`config.mk`:
```
export PLATFORM = sky130hd
export DESIGN_NAME = life_grid_stepper
export DESIGN_NICKNAME = d
export VERILOG_FILES = /design/src/rtl/life_grid_stepper.sv
export SDC_FILE = /design/constraint.sdc
export NUM_CORES = 1
export LEC_CHECK = 0
export CAP_MARGIN = 20
export CORE_MARGIN = 5
export CORE_UTILIZATION = 55
export DETAILED_ROUTE_END_ITERATION = 16
export PLACE_DENSITY = 0.85
export SYNTH_ARGS = -nofsm -noshare
export SYNTH_HDL_FRONTEND = slang
export SYNTH_SLANG_ARGS = --single-unit
export TNS_END_PERCENT = 10
```
`constraint.sdc`:
```
create_clock -name clk -period 7.83 [get_ports clk]
set_input_delay 1.1745 -clock clk [delete_from_list [all_inputs] [get_ports clk]]
set_output_delay 1.1745 -clock clk [all_outputs]
set_load 0.01 [all_outputs]
```
`src/rtl/life_grid_stepper.sv`:
```
// life_grid_stepper: double-buffered WIDTH x HEIGHT Life grid with
// programmable birth/survive masks. One generation per step command, one
// row per clock. Build option LIFE_WRAP_EN selects a toroidal grid;
// without it every neighbour outside the grid counts as dead.
//
// Handshake: a load row is consumed on any rising edge where load_valid
// and load_ready are both high; load_ready is high only in IDLE. A step is
// taken on an IDLE edge with step high and load_valid low (the load wins a
// tie). Anything presented while busy is dropped, never queued.
module life_grid_stepper #(
  parameter int WIDTH  = 8,
  parameter int HEIGHT = 8,
  parameter int AW     = $clog2(HEIGHT)
) (
  input  logic             clk,
  input  logic             rst_n,
  input  logic             load_valid,
  output logic             load_ready,
  input  logic [WIDTH-1:0] load_row,
  input  logic             step,
  input  logic [8:0]       rule_birth,
  input  logic [8:0]       rule_survive,
  input  logic [AW-1:0]    rd_addr,
  output logic [WIDTH-1:0] rd_row,
  output logic             busy,
  output logic             done,
  output logic             stable,
  output logic [15:0]      gen_count
);

`ifdef LIFE_WRAP_EN
  localparam bit WRAP = 1'b1;
`else
  localparam bit WRAP = 1'b0;
`endif

  typedef enum logic [1:0] {S_IDLE, S_CALC, S_COMMIT} state_t;

  state_t           r_state;
  state_t           w_state_nxt;

  logic [WIDTH-1:0] r_bank0 [HEIGHT];
  logic [WIDTH-1:0] r_bank1 [HEIGHT];
  logic             r_sel;
  logic [AW-1:0]    r_load_ptr;
  logic [AW-1:0]    r_row;
  logic [8:0]       r_birth;
  logic [8:0]       r_survive;
  logic             r_equal;
  logic             r_stable;
  logic             r_done;
  logic [15:0]      r_gen;

  logic [WIDTH-1:0] w_cur [HEIGHT];
  logic [WIDTH-1:0] w_above;
  logic [WIDTH-1:0] w_mid;
  logic [WIDTH-1:0] w_below;
  logic [WIDTH+1:0] w_ea;
  logic [WIDTH+1:0] w_em;
  logic [WIDTH+1:0] w_eb;
  logic [3:0]       w_n [WIDTH];
  logic [WIDTH-1:0] w_new;
  logic             w_last;
  logic             w_accept;
  logic             w_load;

  assign w_last   = (r_row == AW'(HEIGHT - 1));
  assign w_accept = (r_state == S_IDLE) && step && !load_valid;
  assign w_load   = (r_state == S_IDLE) && load_valid;

  // Current generation as selected by the bank pointer
  always_comb begin
    for (int r = 0; r < HEIGHT; r++) begin
      w_cur[r] = r_sel ? r_bank1[r] : r_bank0[r];
    end
  end

  // Neighbour rows of the row being computed; edges are dead or wrapped
  always_comb begin
    w_mid = w_cur[r_row];
    if (r_row == '0) begin
      w_above = WRAP ? w_cur[HEIGHT-1] : '0;
    end else begin
      w_above = w_cur[r_row - AW'(1)];
    end
    if (w_last) begin
      w_below = WRAP ? w_cur[0] : '0;
    end else begin
      w_below = w_cur[r_row + AW'(1)];
    end
  end

  // Pad each row with one column on both sides: bit 0 is column -1,
  // bit WIDTH+1 is column WIDTH
  assign w_ea = {(WRAP ? w_above[0] : 1'b0), w_above, (WRAP ? w_above[WIDTH-1] : 1'b0)};
  assign w_em = {(WRAP ? w_mid[0]   : 1'b0), w_mid,   (WRAP ? w_mid[WIDTH-1]   : 1'b0)};
  assign w_eb = {(WRAP ? w_below[0] : 1'b0), w_below, (WRAP ? w_below[WIDTH-1] : 1'b0)};

  // Neighbour count and rule lookup for every column of the row
  always_comb begin
    w_new = '0;
    for (int c = 0; c < WIDTH; c++) begin
      w_n[c] = 4'(w_ea[c]) + 4'(w_ea[c+1]) + 4'(w_ea[c+2])
             + 4'(w_em[c])                 + 4'(w_em[c+2])
             + 4'(w_eb[c]) + 4'(w_eb[c+1]) + 4'(w_eb[c+2]);
      w_new[c] = w_em[c+1] ? r_survive[w_n[c]] : r_birth[w_n[c]];
    end
  end

  // FSM state register
  always_ff @(posedge clk or negedge rst_n) begin
    if (!rst_n) begin
      r_state <= S_IDLE;
    end else begin
      r_state <= w_state_nxt;
    end
  end

  // FSM next-state: IDLE -> CALC (HEIGHT cycles) -> COMMIT -> IDLE
  always_comb begin
    w_state_nxt = r_state;
    case (r_state)
      S_IDLE:   if (w_accept) w_state_nxt = S_CALC;
      S_CALC:   if (w_last)   w_state_nxt = S_COMMIT;
      S_COMMIT: w_state_nxt = S_IDLE;
      default:  w_state_nxt = S_IDLE;
    endcase
  end

  // Grid banks, loading, row computation and commit bookkeeping
  always_ff @(posedge clk or negedge rst_n) begin
    if (!rst_n) begin
      for (int r = 0; r < HEIGHT; r++) begin
        r_bank0[r] <= '0;
        r_bank1[r] <= '0;
      end
      r_sel      <= 1'b0;
      r_load_ptr <= '0;
      r_row      <= '0;
      r_birth    <= '0;
      r_survive  <= '0;
      r_equal    <= 1'b0;
      r_stable   <= 1'b0;
      r_done     <= 1'b0;
      r_gen      <= '0;
    end else begin
      r_done <= (r_state == S_COMMIT);
      case (r_state)
        S_IDLE: begin
          if (w_load) begin
            if (r_sel) r_bank1[r_load_ptr] <= load_row;
            else       r_bank0[r_load_ptr] <= load_row;
            r_load_ptr <= (r_load_ptr == AW'(HEIGHT - 1)) ? '0 : r_load_ptr + AW'(1);
          end else if (w_accept) begin
            r_birth   <= rule_birth;
            r_survive <= rule_survive;
            r_row     <= '0;
            r_equal   <= 1'b1;
          end
        end
        S_CALC: begin
          // The new generation always goes into the bank not on display
          if (r_sel) r_bank0[r_row] <= w_new;
          else       r_bank1[r_row] <= w_new;
          r_equal <= r_equal & (w_new == w_mid);
          r_row   <= w_last ? '0 : r_row + AW'(1);
        end
        S_COMMIT: begin
          r_sel      <= ~r_sel;
          r_gen      <= r_gen + 16'd1;
          r_stable   <= r_equal;
          r_load_ptr <= '0;
        end
        default: ;
      endcase
    end
  end

  // Display read port; addresses past the last row read as empty
  always_comb begin
    rd_row = '0;
    if ({1'b0, rd_addr} < (AW+1)'(HEIGHT)) begin
      rd_row = w_cur[rd_addr];
    end
  end

  assign load_ready = (r_state == S_IDLE);
  assign busy       = (r_state != S_IDLE);
  assign done       = r_done;
  assign stable     = r_stable;
  assign gen_count  = r_gen;

endmodule

```
==> out/metrics.cfg <==
[logic_synthesis]
async_flop_share_pct = 100
syn_nets = 1204
ys.flop_type = dfrtp_1
netlist_instances = 1116
synth-seq-area-share_pct = 34.2
synth_seq_cells = 174
netlist_area_sq_mm = 0.0127
synth_edf_count = 0
yosysWarningCount = 0
syn_area_per_cell_sq_um = 11.4
ys_types = 71

[global_routing]
grt_pass1_vias = 10400
gr-total-overflow = 0
antenna_found_initial = 0
grt.total_usage_pct = 30.3
grt_pass1_wl_mm = 61.2
grt_max_degree = 103

[clock_tree]
clkTransAtPathRegs_ns = 0.08
cts_tree = yes
hold_buffers = 0
post_cts_buffers = 0
cts_resized = 0
root_buffer = clkbuf_16
cts_num_sinks = 174
clockBufferDepth = 2
clkLatencyLatePin_ns = 0.44
cts_made_buffers = 17
htreeDepth = 4

[placed_design]
pre_cts_ws_ns = 0.939
placed_cells = 1415
finalWeightedCongestion = 1.02
placement.io_buffers = 60
dp_hpwl_mm = 28.6

[worst_setup_path]
critPathKind = reg -> reg
r2r-start = r_row[0]
crit_path_max_fanout = 24
path_buf_inv = 4
cpPeakStageDelay_ns = 0.81
worstSetupEndpointType = flip-flop
cp_common_cell = fa_1
path_delay_family = adder cells
critical_path.startpoint_type = flip-flop
startpoint = r_row[0]
slowest_stage = ha_1
required_ns = 8.15
path_cells = clkinv_1, ha_1, buf_4, mux4_2, nor2_1, fa_1, inv_1, fa_1, inv_1, fa_1, ha_1, fa_1, mux4_2, mux2_2, nand2_1, o31ai_1, o21ai_2, o22ai_1, mux2_2
crit_arrival_ns = 7.32

[timing]
hold_viol = 0
worst_slack_ns = 0.823
fin_setup_tns_ns = 0
rsz0062_at_grt = false
drv_slew = 0
fmax_mhz = 143
relSlewSlack_pct = 31.6
post-route-min-period_ns = 7.01
setup_viol = 0
worst_slew_pin_slew_ns = 1.02
finClkSkew_ns = 0.0131
fin_crit_sh_pct = 89.5

[layout]
multi_input_area_sq_mm = 0.00787
nNetsFinal = 1237
n_fill_cell = 1743
drive_gt1_share_pct = 24.4
fin_util_pct = 62.1
regArea_sq_mm = 0.00436
area_delta_synth_final_pct = 10.8
final_cells = 1449

[die]
die_h_um = 162
die-area_sq_mm = 0.0263
core_area_sq_mm = 0.0227
rows = 55
boundaryPins = 61
dieWidth_um = 162
start_util_pct = 56.0

[drt]
wl_per_cell_um = 27.1
vias_per_cell = 7.21
ant_nets = 0
drt_iter0_markers = 1317
num_vias = 10400
drc = 0
drt-total-wl_mm = 39.3
dr.pass1.iters = 6

[status]
status = complete, no violations

[min_path]
hold_class = reg -> reg
worstHoldStart = gen_count[15]

[run]
drv_cap = 0

layout by cell type (no fill, tap or decap), types with 8 or more instances in the layout:
cell and n:
dfrtp_1 172, mux2_2 135, nand2_1 91, mux2i_1 79
o22ai_1 67, mux4_2 67, clkdlybuf4s50_1 59, inv_1 43
o21ai_0 36, a22o_1 35, nor2_1 35, ha_1 29
a21oi_1 27, fa_1 26, a211oi_1 20, nor2b_1 17
clkbuf_16 17, xnor2_1 15, buf_4 15, and2_1 14
o21ai_1 12, xor2_1 10, a211o_1 8, a21o_1 8
nand3_1 8
per-layer routing:
layer | GRT usage (%) | up-vias | share of wire, %
met5 | 0 | - | 0
met4 | 13.9 | 0 | 5.2
met1 | 40.0 | 5249 | 37
met3 | 7.59 | 171 | 11
li1 | - | 4288 | -
met2 | 47.6 | 738 | 47
registers in the layout, indices dropped and copies added (netlist names), 2 cells and up:
register	flops
r_survive	9
r_load_ptr	3
r_birth	9
r_bank1	64
r_bank0	64
r_state	2
gen_count	16
r_row	3
metrics by stage:
step / cell area (sq um) / hold WS [ns]
floorplan: 12700 / 0.444
global placement: 13500 / 0.457
detailed placement: 13500 / 0.466
CTS: 14100 / 0.480
global route: 14100 / 0.503
finish: 14100 / 0.478
cells by family (layout without fill, tap and decap cells):
family | after synthesis | in the layout | synth area share [%]
AO/OA/AOI/OAI | 249 | 249 | 13.5
XOR/XNOR | 25 | 25 | 1.72
adder cells (fa/ha/maj) | 55 | 55 | 6.94
buffers and inverters | 109 | 155 | 3.94
flip-flops | 174 | 174 | 34.2
multiplexers | 284 | 284 | 30.3
other | 0 | 2 | 0
AND/OR/NAND/NOR | 220 | 220 | 9.39
final timing paths:
kind / end / slack [ns] / cells past startpoint
worst min register to register: gen_count[15] / 0.48 / 1
worst min-delay path: gen_count[15] / 0.48 / 1
worst max-delay path: r_bank0[18] / 0.82 / 19
max in group asynchronous: r_sel / 5.39 / 2
worst max register to register: r_bank0[18] / 0.82 / 19
min in group asynchronous: r_bank0[43] / 0.85 / 1
synth_stat cells, drive strengths merged, types with 3 or more instances:
library cell / count / area, sq um
or2: 5 / 31.3
inv: 46 / 173
buf: 25 / 186
xnor2: 15 / 131
mux2: 138 / 1560
or3: 4 / 30.0
nand2b: 3 / 18.8
clkbuf: 36 / 135
nor2b: 17 / 106
nor3b: 3 / 22.5
a21o: 9 / 68.8
fa: 26 / 521
a211o: 8 / 70.1
dfrtp: 174 / 4350
mux2i: 79 / 791
nand4: 6 / 37.5
xor2: 10 / 87.6
o2bb2ai: 4 / 35.0
and3b: 3 / 26.3
a31oi: 3 / 18.8
and3: 6 / 37.5
a2bb2oi: 3 / 26.3
nand2: 91 / 342
o21ai: 52 / 283
or3b: 4 / 35.0
a311oi: 3 / 32.5
a21oi: 28 / 144
a22o: 35 / 307
nor3: 3 / 15.0
nor4: 5 / 97.6
and2: 14 / 87.6
mux4: 67 / 1510
a22oi: 4 / 30.0
o22ai: 67 / 419
nor2: 35 / 131
a211oi: 20 / 150
ha: 29 / 363
nand3: 8 / 40.0
nand3b: 7 / 52.6
nor4b: 3 / 53.8
o21bai: 3 / 45.1
area by class of cell:
| class | instances | area share, % |
|---|---|---|
| antenna | 2 | 0.0355 |
| clock buffer | 18 | 3.11 |
| clock inverter | 14 | 1.25 |
| inverter | 48 | 1.28 |
| multi-input combinational | 833 | 55.8 |
| sequential | 174 | 30.9 |
| tap | 285 | 2.53 |
| timing repair buffer | 75 | 5.07 |
Power is left out: the tool's default activity adds up to more than one toggle a clock period on the data nets, which glitch-free logic cannot reach.
==> RTL edit (same settings) <==
The 3 states of `state_t` get a one-hot encoding in 3 bits.
--- a/src/rtl/life_grid_stepper.sv
+++ b/src/rtl/life_grid_stepper.sv
@@ -34,7 +34,7 @@
   localparam bit WRAP = 1'b0;
 `endif
 
-  typedef enum logic [1:0] {S_IDLE, S_CALC, S_COMMIT} state_t;
+  typedef enum logic [2:0] {S_IDLE = 3'b001, S_CALC = 3'b010, S_COMMIT = 3'b100} state_t;
 
   state_t           r_state;
   state_t           w_state_nxt;
Check against the original RTL: same outputs for any inputs over 4 cycles, from zero or initial values and one cycle with rst_n low; so few cycles prove little.
==> RTL edit against the original RTL <==
  * Worst setup slack lost 0.25 ns
  * Non-clock buffer count up 11
  * Area after synthesis down 3.8%
  * Routed wire length shrank 1.2%
  * Sequential cell count increased by 1
  * Via count rose by 0.13%
  * Cell area is 2.6% lower
  * Synthesized cell count grew 2.2%
Power is not shown: default switching activity piles up to over one toggle a cycle in this logic, so the estimate is an artifact.
==> RTL edit: results (changes against the original RTL) <==
The largest driver fanout on the critical path is 50 (was 24). The post-cts resize count came out at 0 (unchanged). The number of nets produced by synthesis is 1,229 (was 1,204). The placed wire-length estimate came to 27,700 um (was 28,600 um). The largest net degree at the start of global routing is 111 (was 103). The worst slew slack as a fraction of its limit is 30.4% (was 31.6%).

The number of nets at the end of the flow is 1,261 (was 1,237). The number of buffers inserted by port buffering is 60 (unchanged). The via count of the first global-routing pass came out at 10,400 (about the same). The worst setup path startpoint is r_sel$_DFFE_PN0P_ (was r_row[0]$_DFFE_PN0P_).

The cell count after placement came out at 1,432 (was 1,415). The routed wire length came out at 38,800 um (was 39,300 um). The detail-routed via count per cell is 7.14 (was 7.21). The depth of the most critical reg-to-reg path came out at 20 (was 19). The number of instances on the worst hold path is 1 (unchanged). Ranking of synthesized cells by instance count: sky130_fd_sc_hd__dfrtp_1, sky130_fd_sc_hd__a22o_1, sky130_fd_sc_hd__nand2_1, sky130_fd_sc_hd__mux2i_1, sky130_fd_sc_hd__mux4_2 (was sky130_fd_sc_hd__dfrtp_1, sky130_fd_sc_hd__mux2_2, sky130_fd_sc_hd__nand2_1, sky130_fd_sc_hd__mux2i_1). The first-iteration detailed-routing DRC count is 1,601 (was 1,317). The fill cell instance count of the final layout came out at 1,734 (was 1,743). The number of antenna diodes came out at 0 (was 2). The number of unique standard cell types used by synthesis was 64 (was 71). The arrival time of data at the critical path endpoint came to 7.59 ns (was 7.32 ns). The total global-route track usage is 30.4% (was 30.3%). The last weighted congestion value of the routability-driven placer came out at 1.02 (about the same). The first-pass GRT wire length came out at 61,100 um (was 61,200 um). The worst-case clock skew came out at 0.0252 ns (was 0.0131 ns). The capturing instance or port of the critical path is r_bank0[30]$_DFFE_PN0P_ (was r_bank0[18]$_DFFE_PN0P_). Result of the run: finished, final reports clean (unchanged).

The fraction of layout instances using a drive strength above 1 came out at 13.6% (was 24.4%). The sequential-to-total area share from yosys stat is 35.8% (was 34.2%). The final routed wire length divided by cell count came out at 26.5 um (was 27.1 um). The minimum setup slack after placement is 0.774 ns (was 0.939 ns).

The synthesized netlist cell count is 1,141 (was 1,116). The cell type of the slowest stage on the worst timing path is sky130_fd_sc_hd__dfrtp_4 (was sky130_fd_sc_hd__ha_1). The largest stage delay on the critical path is 1.00 ns (was 0.81 ns). The placed cell area is 13,100 um2 (was 13,500 um2).

The final critical path time including I/O delays and setup is 7.26 ns (was 7.01 ns). Largest cells by area after synthesis: sky130_fd_sc_hd__dfrtp_1, sky130_fd_sc_hd__mux4_2, sky130_fd_sc_hd__a22o_1, sky130_fd_sc_hd__mux2i_1, sky130_fd_sc_hd__fa_1 (was sky130_fd_sc_hd__dfrtp_1, sky130_fd_sc_hd__mux2_2, sky130_fd_sc_hd__mux4_2, sky130_fd_sc_hd__mux2i_1, sky130_fd_sc_hd__fa_1).
## RTL edit: logic make-up after synthesis
kind of cell / after synthesis / synth area share [%]
compound gates: 322 / 19.1
simple gates: 257 / 10.1
mux: 192 / 22.0
flops: 175 / 35.8
buf+inv: 115 / 4.07
fa+ha+maj: 55 / 7.21
xor+xnor: 25 / 1.79
## RTL edit: cell type report
cell class,instances,area (um2),share of cell area (%)
multi-input combinational,851,7390,53.8
clock buffer,17,425,3.10
clock inverter,15,199,1.45
inverter,42,158,1.15
tap,280,350,2.55
timing repair buffer,86,825,6.01
sequential,175,4380,31.9
## RTL edit: how the worst min path moves through the flow
| stage | end | from | slack, ns |
|---|---|---|---|
| detailed placement | gen_count[15]$_DFFE_PN0P_ | gen_count[15]$_DFFE_PN0P_ | 0.46 |
| global placement | gen_count[15]$_DFFE_PN0P_ | gen_count[15]$_DFFE_PN0P_ | 0.46 |
| CTS | gen_count[15]$_DFFE_PN0P_ | gen_count[15]$_DFFE_PN0P_ | 0.48 |
| floorplan | r_bank0[10]$_DFFE_PN0P_ | r_bank0[10]$_DFFE_PN0P_ | 0.45 |
| global route | gen_count[15]$_DFFE_PN0P_ | gen_count[15]$_DFFE_PN0P_ | 0.48 |
| finish | gen_count[15]$_DFFE_PN0P_ | gen_count[15]$_DFFE_PN0P_ | 0.47 |
## RTL edit: worst max-delay path, delay by kind of cell, from the launching register on
kind,cells,cell delay [ns]
buffers and inverters,5,1.00
flip-flops,1,1.00
AND/OR/NAND/NOR,2,0.69
multiplexers,3,0.96
adder cells (fa/ha/maj),5,2.32
AO/OA/AOI/OAI,5,1.10
## RTL edit: metal layers
layer / global-route usage (%) / wire [um] / up-vias
met1: 40.5 / 14500 / 5164
met5: 0 / 0 / -
li1: - / - / 4396
met3: 8.46 / 4470 / 157
met4: 14.3 / 2100 / 0
met2: 46.4 / 17800 / 743
## RTL edit: metrics by stage
stage	utilization (%)	hold slack, ns
global placement	59.7	0.460
detailed placement	59.7	0.465
finish	62.7	0.469
floorplan	-	0.449
global route	62.7	0.481
CTS	62.5	0.476
